<file path="src/rtl/pipe_pkg.sv">
// Shared types and default widths for the WISC elastic pipeline-stage registers.
package pipe_pkg;

  typedef enum logic [1:0] {
    ST_EMPTY = 2'b00,
    ST_BUSY  = 2'b01,
    ST_FULL  = 2'b10
  } pipe_state_t;

  localparam int PIPE_DATA_W = 64;
  localparam int PIPE_CTRL_W = 8;
  localparam int PIPE_CNT_W  = 16;

  // Per-stage widths for the classic five-stage latches.
  localparam int IFID_DATA_W  = 64;
  localparam int IFID_CTRL_W  = 4;
  localparam int IDEX_DATA_W  = 64;
  localparam int IDEX_CTRL_W  = 8;
  localparam int EXMEM_DATA_W = 64;
  localparam int EXMEM_CTRL_W = 6;
  localparam int MEMWB_DATA_W = 64;
  localparam int MEMWB_CTRL_W = 3;

  function automatic logic [1:0] state_occupancy(input pipe_state_t s);
    logic [1:0] occ;
    occ = 2'd0;
    case (s)
      ST_BUSY: occ = 2'd1;
      ST_FULL: occ = 2'd2;
      default: occ = 2'd0;
    endcase
    return occ;
  endfunction

endpackage

</file>
<file path="src/rtl/pipe_stage_entry.sv">
// One storage slot of the elastic stage: valid flag plus payload and control bits.
module pipe_stage_entry
  import pipe_pkg::*;
#(
  parameter int DATA_W = PIPE_DATA_W,
  parameter int CTRL_W = PIPE_CTRL_W
) (
  input  logic              clk,
  input  logic              rst_n,
  input  logic              load,
  input  logic              kill,
  input  logic [DATA_W-1:0] in_data,
  input  logic [CTRL_W-1:0] in_ctrl,
  output logic              valid,
  output logic [DATA_W-1:0] data,
  output logic [CTRL_W-1:0] ctrl
);

  logic              valid_d, valid_q;
  logic [DATA_W-1:0] data_d, data_q;
  logic [CTRL_W-1:0] ctrl_d, ctrl_q;

  // Kill only drops the valid flag so the payload lines stay quiet.
  always_comb begin
    valid_d = valid_q;
    data_d  = data_q;
    ctrl_d  = ctrl_q;
    if (kill) begin
      valid_d = 1'b0;
    end else if (load) begin
      valid_d = 1'b1;
      data_d  = in_data;
      ctrl_d  = in_ctrl;
    end
  end

  always_ff @(posedge clk or negedge rst_n) begin
    if (!rst_n) begin
      valid_q <= 1'b0;
      data_q  <= '0;
      ctrl_q  <= '0;
    end else begin
      valid_q <= valid_d;
      data_q  <= data_d;
      ctrl_q  <= ctrl_d;
    end
  end

  assign valid = valid_q;
  assign data  = data_q;
  assign ctrl  = ctrl_q;

endmodule

</file>
<file path="src/rtl/pipe_stage_reg.sv">
// Elastic valid/ready pipeline-stage register with a two-entry skid, flush,
// bubble control-clearing and a saturating back-pressure counter.
module pipe_stage_reg
  import pipe_pkg::*;
#(
  parameter int DATA_W = PIPE_DATA_W,
  parameter int CTRL_W = PIPE_CTRL_W,
  parameter int CNT_W  = PIPE_CNT_W
) (
  input  logic              clk,
  input  logic              rst,
  input  logic              in_valid,
  output logic              in_ready,
  input  logic [DATA_W-1:0] in_data,
  input  logic [CTRL_W-1:0] in_ctrl,
  output logic              out_valid,
  input  logic              out_ready,
  output logic [DATA_W-1:0] out_data,
  output logic [CTRL_W-1:0] out_ctrl,
  input  logic              flush,
  output logic [1:0]        occupancy,
  output logic [CNT_W-1:0]  stall_cnt,
  input  logic              stat_clr
);

  pipe_state_t state_d, state_q;

  logic              accept, pop;
  logic              main_load, main_kill, main_sel_skid;
  logic              skid_load, skid_kill;
  logic              main_valid, skid_valid;
  logic [DATA_W-1:0] main_data, skid_data, main_in_data;
  logic [CTRL_W-1:0] main_ctrl, skid_ctrl, main_in_ctrl;
  logic [CNT_W-1:0]  stall_cnt_d, stall_cnt_q;

  assign accept = in_valid & in_ready;
  assign pop    = out_valid & out_ready;

  // Next-state and entry steering; flush overrides whatever the handshake wanted.
  always_comb begin
    state_d       = state_q;
    main_load     = 1'b0;
    main_kill     = 1'b0;
    main_sel_skid = 1'b0;
    skid_load     = 1'b0;
    skid_kill     = 1'b0;
    case (state_q)
      ST_EMPTY: begin
        if (accept) begin
          state_d   = ST_BUSY;
          main_load = 1'b1;
        end
      end
      ST_BUSY: begin
        if (accept && pop) begin
          main_load = 1'b1;
        end else if (accept) begin
          state_d   = ST_FULL;
          skid_load = 1'b1;
        end else if (pop) begin
          state_d   = ST_EMPTY;
          main_kill = 1'b1;
        end
      end
      ST_FULL: begin
        if (pop) begin
          state_d       = ST_BUSY;
          main_load     = 1'b1;
          main_sel_skid = 1'b1;
          skid_kill     = 1'b1;
        end
      end
      default: begin
        state_d   = ST_EMPTY;
        main_kill = 1'b1;
        skid_kill = 1'b1;
      end
    endcase
    if (flush) begin
      state_d   = ST_EMPTY;
      main_load = 1'b0;
      skid_load = 1'b0;
      main_kill = 1'b1;
      skid_kill = 1'b1;
    end
  end

  always_ff @(posedge clk or negedge rst) begin
    if (!rst) begin
      state_q <= ST_EMPTY;
    end else begin
      state_q <= state_d;
    end
  end

  assign main_in_data = main_sel_skid ? skid_data : in_data;
  assign main_in_ctrl = main_sel_skid ? skid_ctrl : in_ctrl;

  pipe_stage_entry #(
    .DATA_W (DATA_W),
    .CTRL_W (CTRL_W)
  ) u_main (
    .clk     (clk),
    .rst_n   (rst),
    .load    (main_load),
    .kill    (main_kill),
    .in_data (main_in_data),
    .in_ctrl (main_in_ctrl),
    .valid   (main_valid),
    .data    (main_data),
    .ctrl    (main_ctrl)
  );

  pipe_stage_entry #(
    .DATA_W (DATA_W),
    .CTRL_W (CTRL_W)
  ) u_skid (
    .clk     (clk),
    .rst_n   (rst),
    .load    (skid_load),
    .kill    (skid_kill),
    .in_data (in_data),
    .in_ctrl (in_ctrl),
    .valid   (skid_valid),
    .data    (skid_data),
    .ctrl    (skid_ctrl)
  );

  // Saturating stall counter; a clear request beats the increment.
  always_comb begin
    stall_cnt_d = stall_cnt_q;
    if (stat_clr) begin
      stall_cnt_d = '0;
    end else if (out_valid && !out_ready && (stall_cnt_q != {CNT_W{1'b1}})) begin
      stall_cnt_d = stall_cnt_q + 1'b1;
    end
  end

  always_ff @(posedge clk or negedge rst) begin
    if (!rst) begin
      stall_cnt_q <= '0;
    end else begin
      stall_cnt_q <= stall_cnt_d;
    end
  end

  assign in_ready  = ~skid_valid;
  assign out_valid = main_valid;
  assign out_data  = main_data;
  assign out_ctrl  = main_valid ? main_ctrl : '0;
  assign occupancy = state_occupancy(state_q);
  assign stall_cnt = stall_cnt_q;

endmodule

</file>
<file path="config.mk">
export PLATFORM = sky130hd
export DESIGN_NAME = pipe_stage_reg
export DESIGN_NICKNAME = d
export VERILOG_FILES = /design/src/rtl/pipe_pkg.sv /design/src/rtl/pipe_stage_entry.sv /design/src/rtl/pipe_stage_reg.sv
export SDC_FILE = /design/constraint.sdc
export NUM_CORES = 1
export LEC_CHECK = 0
export ABC_AREA = 1
export BUFFER_PORTS_ARGS = -buffer_cell sky130_fd_sc_hd__buf_2
export CORE_ASPECT_RATIO = 1.75
export CORE_MARGIN = 1
export CORE_UTILIZATION = 50
export CTS_BUF_LIST = sky130_fd_sc_hd__clkbuf_4
export CTS_CLUSTER_SIZE = 8
export DETAILED_ROUTE_END_ITERATION = 10
export GPL_TIMING_DRIVEN = 1
export PLACE_DENSITY = 0.81
export SLEW_MARGIN = 20
export SYNTH_ARGS = -nofsm -noshare
export SYNTH_HDL_FRONTEND = slang
export SYNTH_SLANG_ARGS = --single-unit
</file>
<file path="constraint.sdc">
create_clock -name clk -period 3.8 [get_ports clk]
set_input_delay 0.38 -clock clk [delete_from_list [all_inputs] [get_ports clk]]
set_output_delay 0.38 -clock clk [all_outputs]
set_load 0.1 [all_outputs]
</file>
==> summary.md, run 1 <==
| Metric | Value |
|---|---|
| Status | complete, no violations |
| CTS tree | built |
| Crit Path Class | register to register |
| Via density | 5.14 |
| Top post-synthesis cells by area | dfrtp_1, nand2_1, o21ai_0 |
| Latest clock arrival within the worst-skew pair | 0.54 ns |
| Core Region | 15300 um^2 |
| Slowest CP cell | dfrtp_1 |
| Yosys top cell by area | dfrtp_1 |
| Final Hold Fails | 0 |
| # rows | 60 |
| Sum Neg Setup Slack | 0 ns |
| Routed WL | 18600 um |
| Fmax | 0.353 GHz |
| Max-cap viol count | 0 |
| #FFs+latches synth | 164 |
| Gr usage total | 0.237 |
| Post-CTS Resized | 0 |
| Worst-margin pin slew | 0.932 ns |
| Die area | 16200 um^2 |
| Pre-antenna DRT Iters | 5 |
| Worst Path Max Fanout | 65 |
| Post-DP HPWL | 12500 um |
| Cells along the critical path | nand2_1, inv_2, nand2_4, nand2_1, o21ai_4, nor2_8, buf_4, nand2_1, nand2_1 |
| Clock buffer depth | 2 |
| Crit path capture type | register |
| Post-Place Setup Slack | 0.998 ns |
| # hold bufs at CTS | 1 |
| Port Buf Inserts | 169 |
| Seq/Total Area, Yosys | 0.523 |
| Sink Count | 164 |
| Final setup viols | 0 |
| Fin worst setup slack | 0.968 ns |
| Starting DRC count in detailed routing | 261 |
| Total power | 8.03 mW |
| Unrepaired setup endpoints after global routing | false |
| Crit-path leading delay family | simple AND/OR/NAND/NOR gates |
| Min Tclk post-route | 2.83 ns |
| DRC | 0 |
| IO Count | 170 |
| Initial antenna violation count | 5 |
| Setup Skew | 0.0234 ns |
| Slew HR | 0.379 |
| Vias | 6787 |
| Hold crit path type | input pin to register |
| VDD IR-drop max | 0.589 mV |
| Root cell of the clock tree | clkbuf_4 |
| Final core utilization | 0.591 |
| Arrival time worst endpoint | 3.30 ns |
| Clock transition at the registers of the reported paths | 0.15 ns |
| First-pass GRT wire length | 31000 um |
| Nets | 1197 |
| RD Place Congestion | 0.862 |
| Synth cell types | 28 |
| Ys Warns | 0 |
| Area delta synth->final | 15.4% |
| Routed WL per cell | 14.0 um |
| Vias in the first global route | 6584 |
| Die extent in y | 168 um |
| Chip Width | 96.7 um |
| Yosys top cell area share | 0.523 |
| Fraction of layout cells with a size suffix above 1 | 0.231 |
| WP data required | 4.27 ns |
| Remaining Overflow, GRT | 0 |
| Most frequent cell on the critical path | nand2_1 |
| Leak | 5.03 nW |
| Post-route ant nets | 0 |
| Bufs and invs on worst path | 2 |
| Pin count of the biggest net entering global routing | 99 |
| Critical path's largest stage delay | 0.60 ns |
| Net Count, Synth | 1056 |
| Fill cell count | 1433 |
| Worst setup SP type | register |
| Cell Area, Synth | 7840 um^2 |
| Cts bufs inserted | 17 |
| Area occupied by multi-input gates | 3050 um^2 |
| Syn Inst Count | 977 |
| Post-CTS Setup Bufs | 0 |
| CTS H-tree depth | 4 |
| Initial Util | 0.512 |
| Final period util | 0.745 |
| Pwr per Cell Area | 888 nW/um^2 |
| FF/Latch Area | 4100 um^2 |
| Final slew viol count | 0 |
| Avg Cell Area, Syn | 8.02 um^2 |
[synthesized netlist by cell type (all sizes together)]
cell type  count
or2            1
nor3           1
xor2           5
clkbuf        27
nand4         12
nand2        291
ha             1
nor2         103
nand3         16
inv           98
a31oi          1
a21oi         74
dfrtp        164
o211ai         1
o21ai        149
buf           31
o21bai         2
[metal layers]
metal / vias up / GRT usage / routed length (um)
met2: 185 / 0.406 / 9520
met3: 45 / 0.0522 / 841
met4: 2 / 0.121 / 693
li1: 3373 / - / -
met1: 3182 / 0.277 / 7490
met5: - / 0 / 8
[layout by cell type, fill, tap and decap left out, types with 5 or more instances in the layout]
cell,synthesis,routed
nand2_1,290,290
buf_2,16,168
dfrtp_1,164,164
o21ai_0,137,137
nor2_1,99,99
inv_1,95,95
a21oi_2,38,38
a21oi_1,36,36
clkbuf_4,0,17
nand3_1,14,14
nand4_1,12,12
o21ai_1,11,11
buf_4,3,8
xor2_1,5,5
[cell type report]
type,count,share of cell area
well taps,186,0.0257
diodes,4,0.00111
clock buffers,17,0.0141
flip-flops and latches,164,0.454
multi-input cells,657,0.337
inverters,98,0.0407
clock inverters,15,0.0213
repair buffers,180,0.106
[stage by stage]
stage | std cells | cell area, um^2 | hold WS [ns]
after detailed placement | 1284 | 8710 | 0.471
after global routing | 1321 | 9050 | 0.0309
after floorplan | 977 | 7840 | 0.0844
final | 1321 | 9050 | 0.0786
after global placement | 1284 | 8710 | 0.457
after CTS | 1317 | 9040 | 0.0290
[logic make-up (layout without fill, tap and decap cells)]
family / count (synthesis) / count (layout) / synth area share
compound gates: 227 / 227 / 0.166
xor+xnor: 5 / 5 / 0.00559
fa+ha+maj: 1 / 1 / 0.00160
buf+inv: 156 / 310 / 0.0892
flops: 164 / 164 / 0.523
other cells: 0 / 4 / 0
simple gates: 424 / 424 / 0.214
[worst paths after layout]
kind / start / slack [ns] / end / cells past startpoint
min reg2reg: u_main.data[61]$_DFFE_PN0P_ / 0.50 / u_main.data[61]$_DFFE_PN0P_ / 2
max reg2reg: u_main.valid$_DFFE_PN0P_ / 0.97 / u_main.data[8]$_DFFE_PN0P_ / 9
max in group asynchronous: rst / 2.48 / u_main.data[44]$_DFFE_PN0P_ / 3
min: in_data[61] / 0.08 / u_skid.data[61]$_DFFE_PN0P_ / 3
max: u_main.valid$_DFFE_PN0P_ / 0.97 / u_main.data[8]$_DFFE_PN0P_ / 9
min in group asynchronous: rst / 0.48 / u_skid.ctrl[1]$_DFFE_PN0P_ / 2
[sequential cells by signal (all words and copies together), names as in the netlist]
name	flops
u_main.ctrl	8
stall_cnt	16
u_main.valid	1
state_q	2
u_skid.ctrl	8
u_skid.valid	1
u_skid.data	64
u_main.data	64
[tightest hold or removal path, stage by stage]
cell and delay [ns]:
buf_2 0.08, nor2_1 0.04, a21oi_2 0.08
[power by group]
group | switching [mW] | internal (mW) | total, mW
registers | 0.325 | 2.44 | 2.77
clock network | 0.665 | 0.477 | 1.14
logic | 3.46 | 0.659 | 4.12
Power figures use the tool's default switching activity.
==> inputs of run 2 (changes only) <==
==> constraint.sdc (replaced) <==
create_clock -name clk -period 2.8 [get_ports clk]
set_input_delay 0.28 -clock clk [delete_from_list [all_inputs] [get_ports clk]]
set_output_delay 0.28 -clock clk [all_outputs]
set_load 0.1 [all_outputs]
==> run 2 against run 1 <==
Critical path depth is 1 lower. Sequential share of layout area is 3.0 points lower. Routed wire length up 10%. Clock-buffer cell count did not move. Power increased by 37%. Design area is 7.1% higher. Sequential cell count stayed put. Combinational power rose by 39%. Via count increased by 6.8%. Highest routed layer is now met4. Non-clock buffer count rose by 65. Clock skew decreased by 0.0048 ns. Worst setup slack got worse by 0.49 ns.
==> summary.md, run 2 (synthesis gave the netlist of run 1 again) <==
| Metric | Value |
|---|---|
| Status | complete, no violations |
| Total power | 11.0 mW (+37%) |
| WP data required | 3.26 ns (-1.01 ns) |
| Bufs and invs on worst path | 1 (-1) |
| VDD IR-drop max | 0.975 mV (+66%) |
| Die area | 16200 um^2 (unchanged) |
| Fin cells | 1383 (+4.7%) |
| # rows | 60 (unchanged) |
| Root cell of the clock tree | clkbuf_4 |
| Worst setup SP type | register |
| Crit Path Class | register to register |
| Post-Place Setup Slack | 0.498 ns (-0.500 ns) |
| Port Buf Inserts | 169 (unchanged) |
| Fin Hold WS | 0.0506 ns (-0.0280 ns) |
| Min Tclk post-route | 2.32 ns (-0.510 ns) |
| Most frequent cell on the critical path | nand2_1 |
| Pin count of the biggest net entering global routing | 147 (+48%) |
| RD Place Congestion | 0.863 (+0.16%) |
| Most common cell after layout, fill and taps aside | nand2_1 |
| Placed insts | 1283 (-0.078%) |
| Slowest CP cell | nor2_8 |
| Leak | 5.30 nW (+5.3%) |
| Sum Neg Setup Slack | 0 ns (unchanged) |
| Final setup viols | 0 (unchanged) |
| Starting DRC count in detailed routing | 401 (+54%) |
| IO Count | 170 (unchanged) |
| Via density | 5.24 (+2.0%) |
| Core Region | 15300 um^2 (unchanged) |
| Post-route ant nets | 0 (unchanged) |
| Vias | 7250 (+6.8%) |
| Critical path's largest stage delay | 0.86 ns (+0.26 ns) |
| Routed WL | 20400 um (+10%) |
| CTS tree | built |
| Die extent in y | 168 um (unchanged) |
| Final Hold Fails | 0 (unchanged) |
| Vias in the first global route | 7160 (+8.7%) |
| Sink Count | 164 (unchanged) |
| Pre-antenna DRT Iters | 6 (+1) |
| Arrival time worst endpoint | 2.79 ns (-0.51 ns) |
| CTS H-tree depth | 4 (unchanged) |
| Max-cap viol count | 0 (unchanged) |
| Worst Path Max Fanout | 73 (+12%) |
| Post-CTS Setup Bufs | 0 (unchanged) |
| Post-DP HPWL | 12400 um (-0.77%) |
| Latest clock arrival within the worst-skew pair | 0.53 ns (about the same) |
| Crit path capture type | register |
| Clock buffer depth | 2 (unchanged) |
| Initial antenna violation count | 1 (-4) |
| Final slew viol count | 0 (unchanged) |
| Unrepaired setup endpoints after global routing | false |
| Pwr per Cell Area | 1130 nW/um^2 (+28%) |
| Nets | 1262 (+5.4%) |
| Chip Width | 96.7 um (unchanged) |
| Setup Skew | 0.0186 ns (-0.00481 ns) |
| Cells along the critical path | nand2_1, inv_2, nand2_4, nand2_1, o21ai_4, nor2_8, nand2_1, nand2_1 |
| Routed WL per cell | 14.8 um (+5.2%) |
| First-pass GRT wire length | 33400 um (+7.9%) |
| Initial Util | 0.512 (unchanged) |
| Final period util | 0.829 (+0.0841) |
| Fmax | 0.431 GHz (+22%) |
| Gr usage total | 0.256 (+0.0193) |
| DRC | 0 (unchanged) |
| Remaining Overflow, GRT | 0 (unchanged) |
| Fin worst setup slack | 0.478 ns (-0.490 ns) |
| Cts bufs inserted | 17 (unchanged) |
| Area delta synth->final | 23.5% |
| Crit-path leading delay family | simple AND/OR/NAND/NOR gates |
| Worst-margin pin slew | 1.04 ns (+0.110 ns) |
| Commonest non-fill, non-tap cells in the layout | nand2_1, buf_2, dfrtp_1, o21ai_0, nor2_1 |
| Clock transition at the registers of the reported paths | 0.14 ns (about the same) |
| Slew HR | 0.305 (-0.0735) |
| Hold crit path type | input pin to register |
| Fraction of layout cells with a size suffix above 1 | 0.216 (-0.0151) |
| Reg-to-reg slack, setup | 0.48 ns (-0.49 ns) |
[run 2: layer usage]
metal | share of wire | track usage | wire [um]
met5 | 0 | 0 | 0
met4 | 0.042 | 0.147 | 853
met3 | 0.037 | 0.0371 | 766
met2 | 0.54 | 0.468 | 11100
met1 | 0.38 | 0.278 | 7740
[run 2: layout make-up]
type,count,area [um^2]
Antenna cell,1,2.50
Clock inverter,15,173
Fill cell,1270,5630
Clock buffer,17,128
Timing Repair Buffer,245,1630
Inverter,98,368
Tap cell,186,233
Sequential cell,164,4100
Multi-Input combinational cell,657,3050
[run 2: power breakdown]
group          switching, mW  total, mW  internal [mW]  leakage, nW
logic                   4.78       5.74          0.958         3.17
clock network          0.908       1.47          0.560        0.160
registers              0.444       3.76           3.32         1.97
[run 2: per-stage QoR]
step           cell area (um^2)  utilization
2_1_floorplan              7840            -
3_3_place_gp               8710        0.569
3_5_place_dp               8710        0.569
4_1_cts                    9670        0.632
5_1_grt                    9680        0.632
6_report                   9680        0.632
[run 2: what timing repair did]
item	in CTS	in global routing
hold endpoints to repair	138	1
hold buffers	66	1
gates resized for setup	0	0
[run 2: worst paths after layout]
path,start,cells past startpoint,end
setup / recovery,u_main.valid$_DFFE_PN0P_,8,u_main.data[0]$_DFFE_PN0P_
hold / removal,in_data[54],3,u_skid.data[54]$_DFFE_PN0P_
setup reg to reg,u_main.valid$_DFFE_PN0P_,8,u_main.data[0]$_DFFE_PN0P_
hold reg to reg,u_main.data[1]$_DFFE_PN0P_,2,u_main.data[1]$_DFFE_PN0P_
max in group asynchronous,rst,3,u_main.data[27]$_DFFE_PN0P_
min in group asynchronous,rst,2,stall_cnt[4]$_DFFE_PN0P_
[run 2: worst reg2reg max path, stage by stage, from the launching register on]
cell	delay, ns
dfrtp_1	0.38
nand2_1	0.15
inv_2	0.17
nand2_4	0.07
nand2_1	0.10
o21ai_4	0.22
nor2_8	0.88
nand2_1	0.18
nand2_1	0.13
==> inputs of run 3 (changes only) <==
--- a/config.mk
+++ b/config.mk
@@ -14,7 +14,7 @@
 export CTS_CLUSTER_SIZE = 8
 export DETAILED_ROUTE_END_ITERATION = 10
 export GPL_TIMING_DRIVEN = 1
-export PLACE_DENSITY = 0.81
+export PLACE_DENSITY = 0.84
 export SLEW_MARGIN = 20
 export SYNTH_ARGS = -nofsm -noshare
 export SYNTH_HDL_FRONTEND = slang
==> constraint.sdc (replaced) <==
create_clock -name clk -period 1.9 [get_ports clk]
set_input_delay 0.19 -clock clk [delete_from_list [all_inputs] [get_ports clk]]
set_output_delay 0.19 -clock clk [all_outputs]
set_load 0.1 [all_outputs]
==> run 3 against run 2 <==
Clock skew increased by 0.0065 ns. Sequential share of layout area is 0.76 points lower. Power rose by 46%. Sequential power increased by 47%. Worst setup slack got worse by 0.39 ns. Register-to-register slack worse by 0.34 ns. Design area is 2.4% higher. Combinational power up 49%. Clock-buffer cell count is 1 higher. Routed wire length is 1.4% higher.
==> summary.md, run 3 (synthesis gave the netlist of run 1 again) <==
| Metric | Value |
|---|---|
| Area delta synth->final | 26.4% |
| Slowest CP cell | dfrtp_1 |
| Hold crit path type | input pin to register |
| Final setup viols | 0 (unchanged) |
| Slew HR | 0.584 (+0.279) |
| Critical path's largest stage delay | 0.48 ns (-0.38 ns) |
| Clock transition at the registers of the reported paths | 0.13 ns (about the same) |
| HP Start | out_ready |
| VDD IR-drop max | 1.43 mV (+46%) |
| Routed WL | 20700 um (+1.4%) |
| Most common cell after layout, fill and taps aside | nand2_1 |
| Pin count of the biggest net entering global routing | 146 (-0.68%) |
| Post-DP HPWL | 12300 um (-0.87%) |
| CTS tree | built |
| CTS H-tree depth | 4 (unchanged) |
| Clock buffer depth | 2 (unchanged) |
| Setup Skew | 0.0251 ns (+0.00650 ns) |
| Crit Path Class | register to primary output |
| Crit path capture type | primary output |
| Final slew viol count | 0 (unchanged) |
| Sink Count | 164 (unchanged) |
| Fin Hold WS | 0.0945 ns (+0.0439 ns) |
| Post-CTS Setup Bufs | 0 (unchanged) |
| Pwr per Cell Area | 1620 nW/um^2 (+43%) |
| Fmax | 0.553 GHz |
| Port Buf Inserts | 169 (unchanged) |
| Reg-to-reg slack, setup | 0.14 ns (-0.34 ns) |
| Remaining Overflow, GRT | 0 (unchanged) |
| Crit-path leading delay family | flip-flops |
| WP data required | 1.71 ns (-1.55 ns) |
| Min Tclk post-route | 1.81 ns |
| Nets | 1281 (+1.5%) |
| Cts bufs inserted | 17 (unchanged) |
| Die area | 16200 um^2 (unchanged) |
| Pre-antenna DRT Iters | 7 (+1) |
| Bufs and invs on worst path | 1 (unchanged) |
| Final period util | 0.952 |
| RD Place Congestion | 0.879 (+1.9%) |
| Endpoint, Worst Hold | stall_cnt[8]$_DFFE_PN0P_ |
| Final Hold Fails | 0 (unchanged) |
| Leak | 5.36 nW (+1.2%) |
| Post-route ant nets | 0 (unchanged) |
| Vias | 7347 (+1.3%) |
| Hold path cells | 6 (+3) |
| IO Count | 170 (unchanged) |
| # rows | 60 (unchanged) |
| Fraction of layout cells with a size suffix above 1 | 0.236 (+0.0205) |
| First-pass GRT wire length | 33700 um (+1.0%) |
| Via density | 5.24 (about the same) |
| Fill cell count | 1253 (-1.3%) |
| Routed WL per cell | 14.8 um (about the same) |
| Gr usage total | 0.256 (+0.000426) |
| Total power | 16.0 mW (+46%) |
| Worst Path Max Fanout | 5 (-93%) |
| Starting DRC count in detailed routing | 464 (+16%) |
| Status | complete, no violations |
| Core Region | 15300 um^2 (unchanged) |
| DRC | 0 (unchanged) |
| Max-cap viol count | 0 (unchanged) |
| Chip Width | 96.7 um (unchanged) |
| Initial antenna violation count | 1 (unchanged) |
| Latest clock arrival within the worst-skew pair | 0.54 ns (about the same) |
| Worst setup SP type | register |
| Vias in the first global route | 7325 (+2.3%) |
| Cells along the critical path | nor2_4, buf_2 |
| Reg2Reg Capture Point | stall_cnt[5]$_DFFE_PN0P_ |
| Worst r2r path cells | 10 (+2) |
| Worst flop-to-flop path startpoint | stall_cnt[1]$_DFFE_PN0P_ |
| Root cell of the clock tree | clkbuf_4 |
| Worst-margin pin slew | 0.624 ns (-0.418 ns) |
| Die extent in y | 168 um (unchanged) |
| Arrival time worst endpoint | 1.62 ns (-1.17 ns) |
| Commonest non-fill, non-tap cells in the layout | nand2_1, buf_2, dfrtp_1, o21ai_0, nor2_1 |
| Sum Neg Setup Slack | 0 ns (unchanged) |
| Initial Util | 0.512 (unchanged) |
run 3: cell count changes in the layout (fill, tap and decap cells not counted), sizes merged:
cell	delta
buf	+2
dlygate4sd3	+8
clkbuf	+10
bufinv	-1
clkinvlp	+2
inv	-2
run 3: timing repair:
action	4_1_cts	5_1_grt
cloned	0	1
setup endpoints to repair	1	14
hold buffers	75	0
hold endpoints to repair	271	0
gates resized for setup	1	11
run 3: layout make-up:
class / instances / area, um^2 / area share
Antenna cell: 1 / 2.50 / 0.000252
Clock buffer: 18 / 135 / 0.0136
Clock inverter: 14 / 128 / 0.0129
Inverter: 98 / 372 / 0.0375
Multi-Input combinational cell: 657 / 3060 / 0.308
Sequential cell: 164 / 4130 / 0.416
Tap cell: 186 / 233 / 0.0235
Timing Repair Buffer: 264 / 1860 / 0.188
run 3: worst reg2reg max path: stages, from the launching register on:
cell and delay [ns]:
dfrtp_4 0.52, ha_1 0.24, nand3_2 0.12, inv_1 0.05
nand2_1 0.05, nor2_1 0.05, nor2_1 0.28, nor2_2 0.06
buf_4 0.17, nand2_1 0.06, nand2_1 0.06
run 3: power breakdown:
group / switching [mW] / total [mW] / internal (mW)
Clock: 1.25 / 1.93 / 0.682
Combinational: 7.08 / 8.57 / 1.49
Sequential: 0.635 / 5.52 / 4.89
Total: 8.97 / 16.0 / 7.06
run 3: stage by stage:
stage	utilization	cell area, um^2	setup slack (ns)	cells
2_1_floorplan	-	7870	0.00602	977
5_1_grt	0.647	9910	-0.0000192	1402
4_1_cts	0.643	9850	0.00348	1400
6_report	0.647	9910	0.0906	1402
3_3_place_gp	0.577	8830	0.220	1293
3_5_place_dp	0.577	8830	0.164	1293
run 3: layer usage:
layer	up-vias	global-route usage	wire length (um)
li1	3531	-	-
met1	3474	0.289	7880
met2	264	0.450	10800
met3	78	0.0451	1020
met4	0	0.152	1000
met5	-	0	0
run 3: worst max-delay path by stage:
| stage | start | endpoint | slack (ns) | depth (start not counted) |
|---|---|---|---|---|
| floorplan | stall_cnt[15]$_DFFE_PN0P_ | stall_cnt[10]$_DFFE_PN0P_ | 0.006 | 9 |
| global placement | stall_cnt[1]$_DFFE_PN0P_ | stall_cnt[13]$_DFFE_PN0P_ | 0.22 | 10 |
| detailed placement | stall_cnt[1]$_DFFE_PN0P_ | stall_cnt[14]$_DFFE_PN0P_ | 0.16 | 10 |
| CTS | u_main.valid$_DFFE_PN0P_ | out_ctrl[7] | 0.003 | 4 |
| global route | state_q[0]$_DFFE_PN0P_ | occupancy[1] | -0.00002 | 2 |
| finish | state_q[0]$_DFFE_PN0P_ | occupancy[1] | 0.09 | 2 |
